<file path="config.mk">
export PLATFORM = sky130hd
export DESIGN_NAME = cusp_event_sched
export DESIGN_NICKNAME = d
export VERILOG_FILES = /design/src/rtl/package_settings.sv /design/src/rtl/cusp_edge_detect.sv /design/src/rtl/cusp_event_sched.sv
export SDC_FILE = /design/constraint.sdc
export NUM_CORES = 1
export LEC_CHECK = 0
export BUFFER_PORTS_ARGS = -buffer_cell sky130_fd_sc_hd__buf_4
export CAP_MARGIN = 20
export CORE_ASPECT_RATIO = 1.5
export CORE_MARGIN = 1
export CORE_UTILIZATION = 30
export DETAILED_ROUTE_END_ITERATION = 8
export GPL_TIMING_DRIVEN = 0
export PLACE_DENSITY = 0.55
export SYNTH_ARGS = -nofsm -noshare
export SYNTH_HDL_FRONTEND = slang
export SYNTH_HIERARCHICAL = 1
export SYNTH_SLANG_ARGS = --single-unit
export TNS_END_PERCENT = 5
</file>
<file path="constraint.sdc">
create_clock -name clk -period 7.6 [get_ports clk]
set_input_delay 0.76 -clock clk [delete_from_list [all_inputs] [get_ports clk]]
set_output_delay 0.76 -clock clk [all_outputs]
set_load 0.01 [all_outputs]
</file>
<file path="src/rtl/package_settings.sv">
// Shared widths and types for the cusp shaping-filter channel.
// Scheduler FSM states and signed filter sample type live here too.
package package_settings;

  localparam int SIZE_ADC_DATA    = 14;
  localparam int SIZE_FILTER_DATA = 23;

  typedef logic [SIZE_ADC_DATA-1:0] adc_t;

  typedef logic signed [SIZE_FILTER_DATA:0] filt_s_t;

  typedef enum logic [2:0] {
    IDLE,
    WAIT,
    TRACK,
    REPORT,
    CLEAR
  } sched_state_t;

  localparam filt_s_t FILT_MIN =
    {1'b1, {SIZE_FILTER_DATA{1'b0}}};

  function automatic filt_s_t smax(
    input filt_s_t a,
    input filt_s_t b
  );
    return (a > b) ? a : b;
  endfunction

endpackage

</file>
<file path="src/rtl/cusp_edge_detect.sv">
// Leading-edge detector: signed difference of consecutive raw ADC
// samples compared against an unsigned threshold.
module cusp_edge_detect
  import package_settings::*;
(
  input  logic                     clk,
  input  logic                     reset,
  input  logic [SIZE_ADC_DATA-1:0] adc_data,
  input  logic [SIZE_ADC_DATA-1:0] trig_th,
  output logic                     trig
);

  adc_t prev_q;
  adc_t prev_d;

  logic signed [SIZE_ADC_DATA:0] diff;

  always_comb begin
    prev_d = adc_data;
    diff   = $signed({1'b0, adc_data})
           - $signed({1'b0, prev_q});
    trig   = diff > $signed({1'b0, trig_th});
  end

  always_ff @(posedge clk or negedge reset) begin
    if (!reset) begin
      prev_q <= '0;
    end else begin
      prev_q <= prev_d;
    end
  end

endmodule

</file>
<file path="src/rtl/cusp_event_sched.sv">
// Event scheduler: trigger, latency wait, peak window, report, filter flush.
// Optional CUSP_PILEUP_FLAG_EN flags triggers seen during WAIT/TRACK.
module cusp_event_sched
  import package_settings::*;
#(
  parameter int TS_W     = 32,
  parameter int WAIT_LEN = 20,
  parameter int WIN_LEN  = 32,
  parameter int CLR_LEN  = 16,
  parameter int CNT_W    = 16
) (
  input  logic                       clk,
  input  logic                       reset,
  input  logic [SIZE_ADC_DATA-1:0]   adc_data,
  input  logic [SIZE_FILTER_DATA:0]  filt_data,
  input  logic [SIZE_ADC_DATA-1:0]   trig_th,
  output logic                       filt_rst_n,
  output logic                       ev_valid,
  input  logic                       ev_ready,
  output logic [SIZE_FILTER_DATA:0]  ev_amp,
  output logic [TS_W-1:0]            ev_time,
  output logic                       ev_pileup,
  output logic [CNT_W-1:0]           drop_cnt,
  output logic                       busy
);

  localparam int LEN_A   = (WAIT_LEN > WIN_LEN) ? WAIT_LEN : WIN_LEN;
  localparam int LEN_MAX = (LEN_A > CLR_LEN) ? LEN_A : CLR_LEN;
  localparam int CW      = $clog2(LEN_MAX + 1);

  localparam logic [CW-1:0] WAIT_LAST = CW'(WAIT_LEN - 1);
  localparam logic [CW-1:0] WIN_LAST  = CW'(WIN_LEN - 1);
  localparam logic [CW-1:0] CLR_LAST  = CW'(CLR_LEN - 1);

  logic trig;
  logic pile_set;

  sched_state_t state_q, state_d;
  logic [CW-1:0]   cnt_q, cnt_d;
  logic [TS_W-1:0] ts_q, ts_d;
  logic [TS_W-1:0] t_lat_q, t_lat_d;
  filt_s_t         peak_q, peak_d;
  logic            pile_q, pile_d;
  logic            filt_rst_n_q, filt_rst_n_d;
  logic            ev_valid_q, ev_valid_d;
  filt_s_t         ev_amp_q, ev_amp_d;
  logic [TS_W-1:0] ev_time_q, ev_time_d;
  logic            ev_pileup_q, ev_pileup_d;
  logic [CNT_W-1:0] drop_q, drop_d;

  cusp_edge_detect u_edge (
    .clk      (clk),
    .reset    (reset),
    .adc_data (adc_data),
    .trig_th  (trig_th),
    .trig     (trig)
  );

`ifdef CUSP_PILEUP_FLAG_EN
  assign pile_set = trig &&
    ((state_q == WAIT) || (state_q == TRACK));
`else
  assign pile_set = 1'b0;
`endif

  always_comb begin
    state_d     = state_q;
    cnt_d       = cnt_q;
    ts_d        = ts_q + TS_W'(1);
    t_lat_d     = t_lat_q;
    peak_d      = peak_q;
    pile_d      = pile_q | pile_set;
    ev_valid_d  = ev_valid_q;
    ev_amp_d    = ev_amp_q;
    ev_time_d   = ev_time_q;
    ev_pileup_d = ev_pileup_q;
    drop_d      = drop_q;

    if (ev_valid_q && ev_ready) begin
      ev_valid_d = 1'b0;
    end

    unique case (state_q)
      IDLE: begin
        if (trig) begin
          t_lat_d = ts_q;
          cnt_d   = '0;
          pile_d  = 1'b0;
          peak_d  = FILT_MIN;
          state_d = (WAIT_LEN == 0) ? TRACK : WAIT;
        end
      end
      WAIT: begin
        if (cnt_q == WAIT_LAST) begin
          cnt_d   = '0;
          state_d = TRACK;
        end else begin
          cnt_d = cnt_q + CW'(1);
        end
      end
      TRACK: begin
        peak_d = smax(peak_q, filt_s_t'(filt_data));
        if (cnt_q == WIN_LAST) begin
          cnt_d   = '0;
          state_d = REPORT;
        end else begin
          cnt_d = cnt_q + CW'(1);
        end
      end
      REPORT: begin
        // a slot freed by this cycle's accept can take the new event
        if (!ev_valid_q || ev_ready) begin
          ev_valid_d  = 1'b1;
          ev_amp_d    = peak_q;
          ev_time_d   = t_lat_q;
          ev_pileup_d = pile_q;
        end else if (drop_q != '1) begin
          drop_d = drop_q + CNT_W'(1);
        end
        cnt_d   = '0;
        state_d = CLEAR;
      end
      CLEAR: begin
        if (cnt_q == CLR_LAST) begin
          cnt_d   = '0;
          state_d = IDLE;
        end else begin
          cnt_d = cnt_q + CW'(1);
        end
      end
      default: begin
        cnt_d   = '0;
        state_d = IDLE;
      end
    endcase

    filt_rst_n_d = (state_d != CLEAR);
  end

  always_ff @(posedge clk or negedge reset) begin
    if (!reset) begin
      state_q      <= IDLE;
      cnt_q        <= '0;
      ts_q         <= '0;
      t_lat_q      <= '0;
      peak_q       <= FILT_MIN;
      pile_q       <= 1'b0;
      filt_rst_n_q <= 1'b1;
      ev_valid_q   <= 1'b0;
      ev_amp_q     <= '0;
      ev_time_q    <= '0;
      ev_pileup_q  <= 1'b0;
      drop_q       <= '0;
    end else begin
      state_q      <= state_d;
      cnt_q        <= cnt_d;
      ts_q         <= ts_d;
      t_lat_q      <= t_lat_d;
      peak_q       <= peak_d;
      pile_q       <= pile_d;
      filt_rst_n_q <= filt_rst_n_d;
      ev_valid_q   <= ev_valid_d;
      ev_amp_q     <= ev_amp_d;
      ev_time_q    <= ev_time_d;
      ev_pileup_q  <= ev_pileup_d;
      drop_q       <= drop_d;
    end
  end

  assign filt_rst_n = filt_rst_n_q;
  assign ev_valid   = ev_valid_q;
  assign ev_amp     = ev_amp_q;
  assign ev_time    = ev_time_q;
  assign ev_pileup  = ev_pileup_q;
  assign drop_cnt   = drop_q;
  assign busy       = (state_q != IDLE);

endmodule

</file>
==> flow_summary.ini <==
[detailed_routing]
ant_nets = 0
dr.pass1.iters = 4
wirelength_um = 19080
vias = 6038
via_per_inst = 4.677
drtIter0Drc = 196
drc = 0
wl_per_cell_um = 14.78

[worst_setup_path]
critical_path.max_fanout = 10
startpoint_type = primary input
cp_slowest_stage_delay_ns = 0.50
cpMostUsedCell = inv_1
cp_num_buf_inv = 5
cp_top_family = compound AO/OA/AOI/OAI gates
worstSetupEndpointType = register
critical_path_cell_count = 20
critical_path_arrival_ns = 4.75
crit_path_top_delay_cell = a211oi_1
path_class = in -> reg
path_cells = buf_4, inv_1, ha_1, fa_1, inv_1, a21o_1, a21oi_1, o31ai_2, o31ai_2, xnor2_1, ha_1, nand3_1, nor2_1, nand2_1, o21ai_0, a211oi_1, inv_1, nor2_1, buf_2, mux2_2
reg2reg_depth = 18
cp.required_ns = 7.93

[synth]
syn_nets = 850
synth_area_leaders = dfrtp_1, mux2_2, ha_1
synth_area_per_cell_um2 = 11.98
synth-seq-cells = 185
yosysTopAreaCell = dfrtp_1
synth_warnings = 6
synth_top_area_share_pct = 51.72
async_flop_share_pct = 100.0
synth_cells = 739
synth.distinct_cells = 60
synth_ff_type = dfrtp_1
synth_seq_area_share_pct = 52.32
synth_enable_flop_cells = 0
synth_most_common_cell = dfrtp_1
synth_common_cells = dfrtp_1, mux2_2, inv_1
synth_area_um2 = 8853

[sta]
hold_viol = 0
maxSlewHeadroom_pct = 47.27
fmax_mhz = 226.2
report.final.setup_viol = 0
tightest_slew_ns = 0.7909
min_period_over_period_pct = 58.18
drv_slew = 0
rsz0062_at_grt = no
clock_skew_ns = 0.01008
setup_tns_ns = 0
fin_crit_ns = 4.421

[floorplan]
start_util_pct = 30.63
die_y_um = 212.4
ios = 131
die_x_um = 142.3
core_area_um2 = 28910
rows = 76
dieArea_um2 = 30220

[global_routing]
grt_max_degree = 100
grt_first_pass_wirelength_um = 31390
grtUsageTotal_pct = 13.48
grt_pass1_vias = 6152
antenna_found_initial = 0
grt_overflow = 0

[pwr]
power_per_cell_area_nw_per_um2 = 223.2
leakage_nw = 5.588
peakVddDrop_mv = 0.1560
total_power_mw = 2.440

[clock_tree]
postCtsSetupRepairBufs = 0
cts.sinks = 185
cts_root_buffer = clkbuf_16
htree_levels = 4
clk_latency_ns = 0.45
clk_pin_slew_ns = 0.07
clk_path_buf_depth = 2
cts_buffers = 17
ctsResizeCount = 0
cts_hold_buffers = 0
tritoncts = done

[layout]
multi_input_area_um2 = 3849
stdcell_area_um2 = 10930
layout.nets = 999
final_layout_size_suffix_gt1_share_pct = 32.08
regArea_um2 = 4632
final_cells = 1291
syn2layout_area_growth_pct = 23.47
fillers = 2910
diodes = 0

[placement]
hpwlAfterDp_um = 13740
place.port_buffers = 129
dp.cells = 1259
gp_congestion = 0.7344
post_dp_cell_area_um2 = 10340

[run]
maxCapViolations = 0

[min_path]
hp-class = in -> async

[status]
outcome = finished clean
[logic make-up after synthesis]
logic type      synth area share (%)
mux                            11.32
other cells                  0.04236
fa+ha+maj                      7.999
compound gates                 9.115
buf+inv                        4.211
xor+xnor                       5.342
simple gates                   9.652
flops                          52.32
[placed cells by master (no fill, tap or decap), types with 3 or more instances in the layout]
| cell type | count |
|---|---|
| buf_6 | 4 |
| nand4_1 | 17 |
| a32o_1 | 23 |
| clkbuf_16 | 17 |
| a31oi_1 | 3 |
| xnor2_1 | 33 |
| nand2b_1 | 7 |
| nand3b_1 | 3 |
| a21oi_1 | 25 |
| ha_1 | 55 |
| inv_8 | 3 |
| clkbuf_1 | 4 |
| buf_2 | 10 |
| mux2_2 | 88 |
| nand4_2 | 3 |
| a21o_1 | 9 |
| buf_4 | 129 |
| o21a_1 | 4 |
| xor2_1 | 21 |
| nand2_1 | 31 |
| nand3_1 | 22 |
| inv_1 | 68 |
| o21ai_0 | 18 |
| dfrtp_1 | 183 |
| nor3_1 | 7 |
| o31ai_1 | 3 |
| and4_1 | 4 |
| a211oi_2 | 3 |
| nor2_1 | 37 |
| nor2b_1 | 4 |
| and3_1 | 9 |
| clkinv_4 | 4 |
[routing by layer]
metal  up-vias  GRT usage, %  share of wire [%]
li1       2912             -                  -
met1      3013         15.37                 42
met2        95         24.12                 53
met3        18         2.725                3.0
met4         0         5.933                1.8
met5         -             0                  0
[sequential cells by signal, indices dropped and copies added (netlist names)]
name and cells:
filt_rst_n 1, drop_cnt 16, u_edge/prev_q 14, t_lat_q 32
ts_q 32, cnt_q 6, peak_q 24, ev_amp 24
ev_time 32, ev_valid 1, state_q 3
[final cells by class]
cell class,count,area share (%)
multi-input cells,467,35.21
plain buffers,19,1.076
inverters,68,2.335
well taps,390,4.464
clock buffers,19,4.143
repair buffers,130,9.179
flip-flops and latches,185,42.37
clock inverters,13,1.225
[per-stage QoR]
step | hold WS [ns] | util, % | setup WS [ns]
after detailed placement | 0.4640 | 35.79 | 2.585
after global routing | 0.4031 | 37.82 | 2.700
after CTS | 0.3807 | 37.82 | 3.069
final | 0.3418 | 37.82 | 3.179
after global placement | 0.4591 | 35.66 | 2.612
after floorplan | 0.4362 | - | 3.550
[worst register-to-register path: stages, from the launching register on]
cell,delay (ns)
dfrtp_1,0.38
ha_1,0.21
fa_1,0.40
inv_1,0.07
a21o_1,0.11
a21oi_1,0.12
o31ai_2,0.35
o31ai_2,0.10
xnor2_1,0.14
ha_1,0.30
nand3_1,0.14
nor2_1,0.08
nand2_1,0.08
o21ai_0,0.08
a211oi_1,0.50
inv_1,0.12
nor2_1,0.36
buf_2,0.34
mux2_2,0.38
[path summary, 6_finish.rpt]
check,startpoint,end,slack [ns]
min,reset,ev_amp[20]$_DFFE_PN0P_,0.34
max,adc_data[0],t_lat_q[16]$_DFFE_PN0P_,3.18
max in group asynchronous,reset,t_lat_q[20]$_DFFE_PN0P_,6.36
max reg2reg,u_edge/prev_q[0]$_DFF_PN0_,t_lat_q[16]$_DFFE_PN0P_,3.24
min reg2reg,ts_q[31]$_DFF_PN0_,ts_q[31]$_DFF_PN0_,0.47
min in group clk,adc_data[0],u_edge/prev_q[0]$_DFF_PN0_,0.43
[report_power, final]
| group | switching, mW | internal, mW |
|---|---|---|
| clock network | 0.431 | 0.452 |
| registers | 0.0433 | 1.05 |
| logic | 0.253 | 0.208 |
Note: power is estimated with default switching activity, not from simulation.
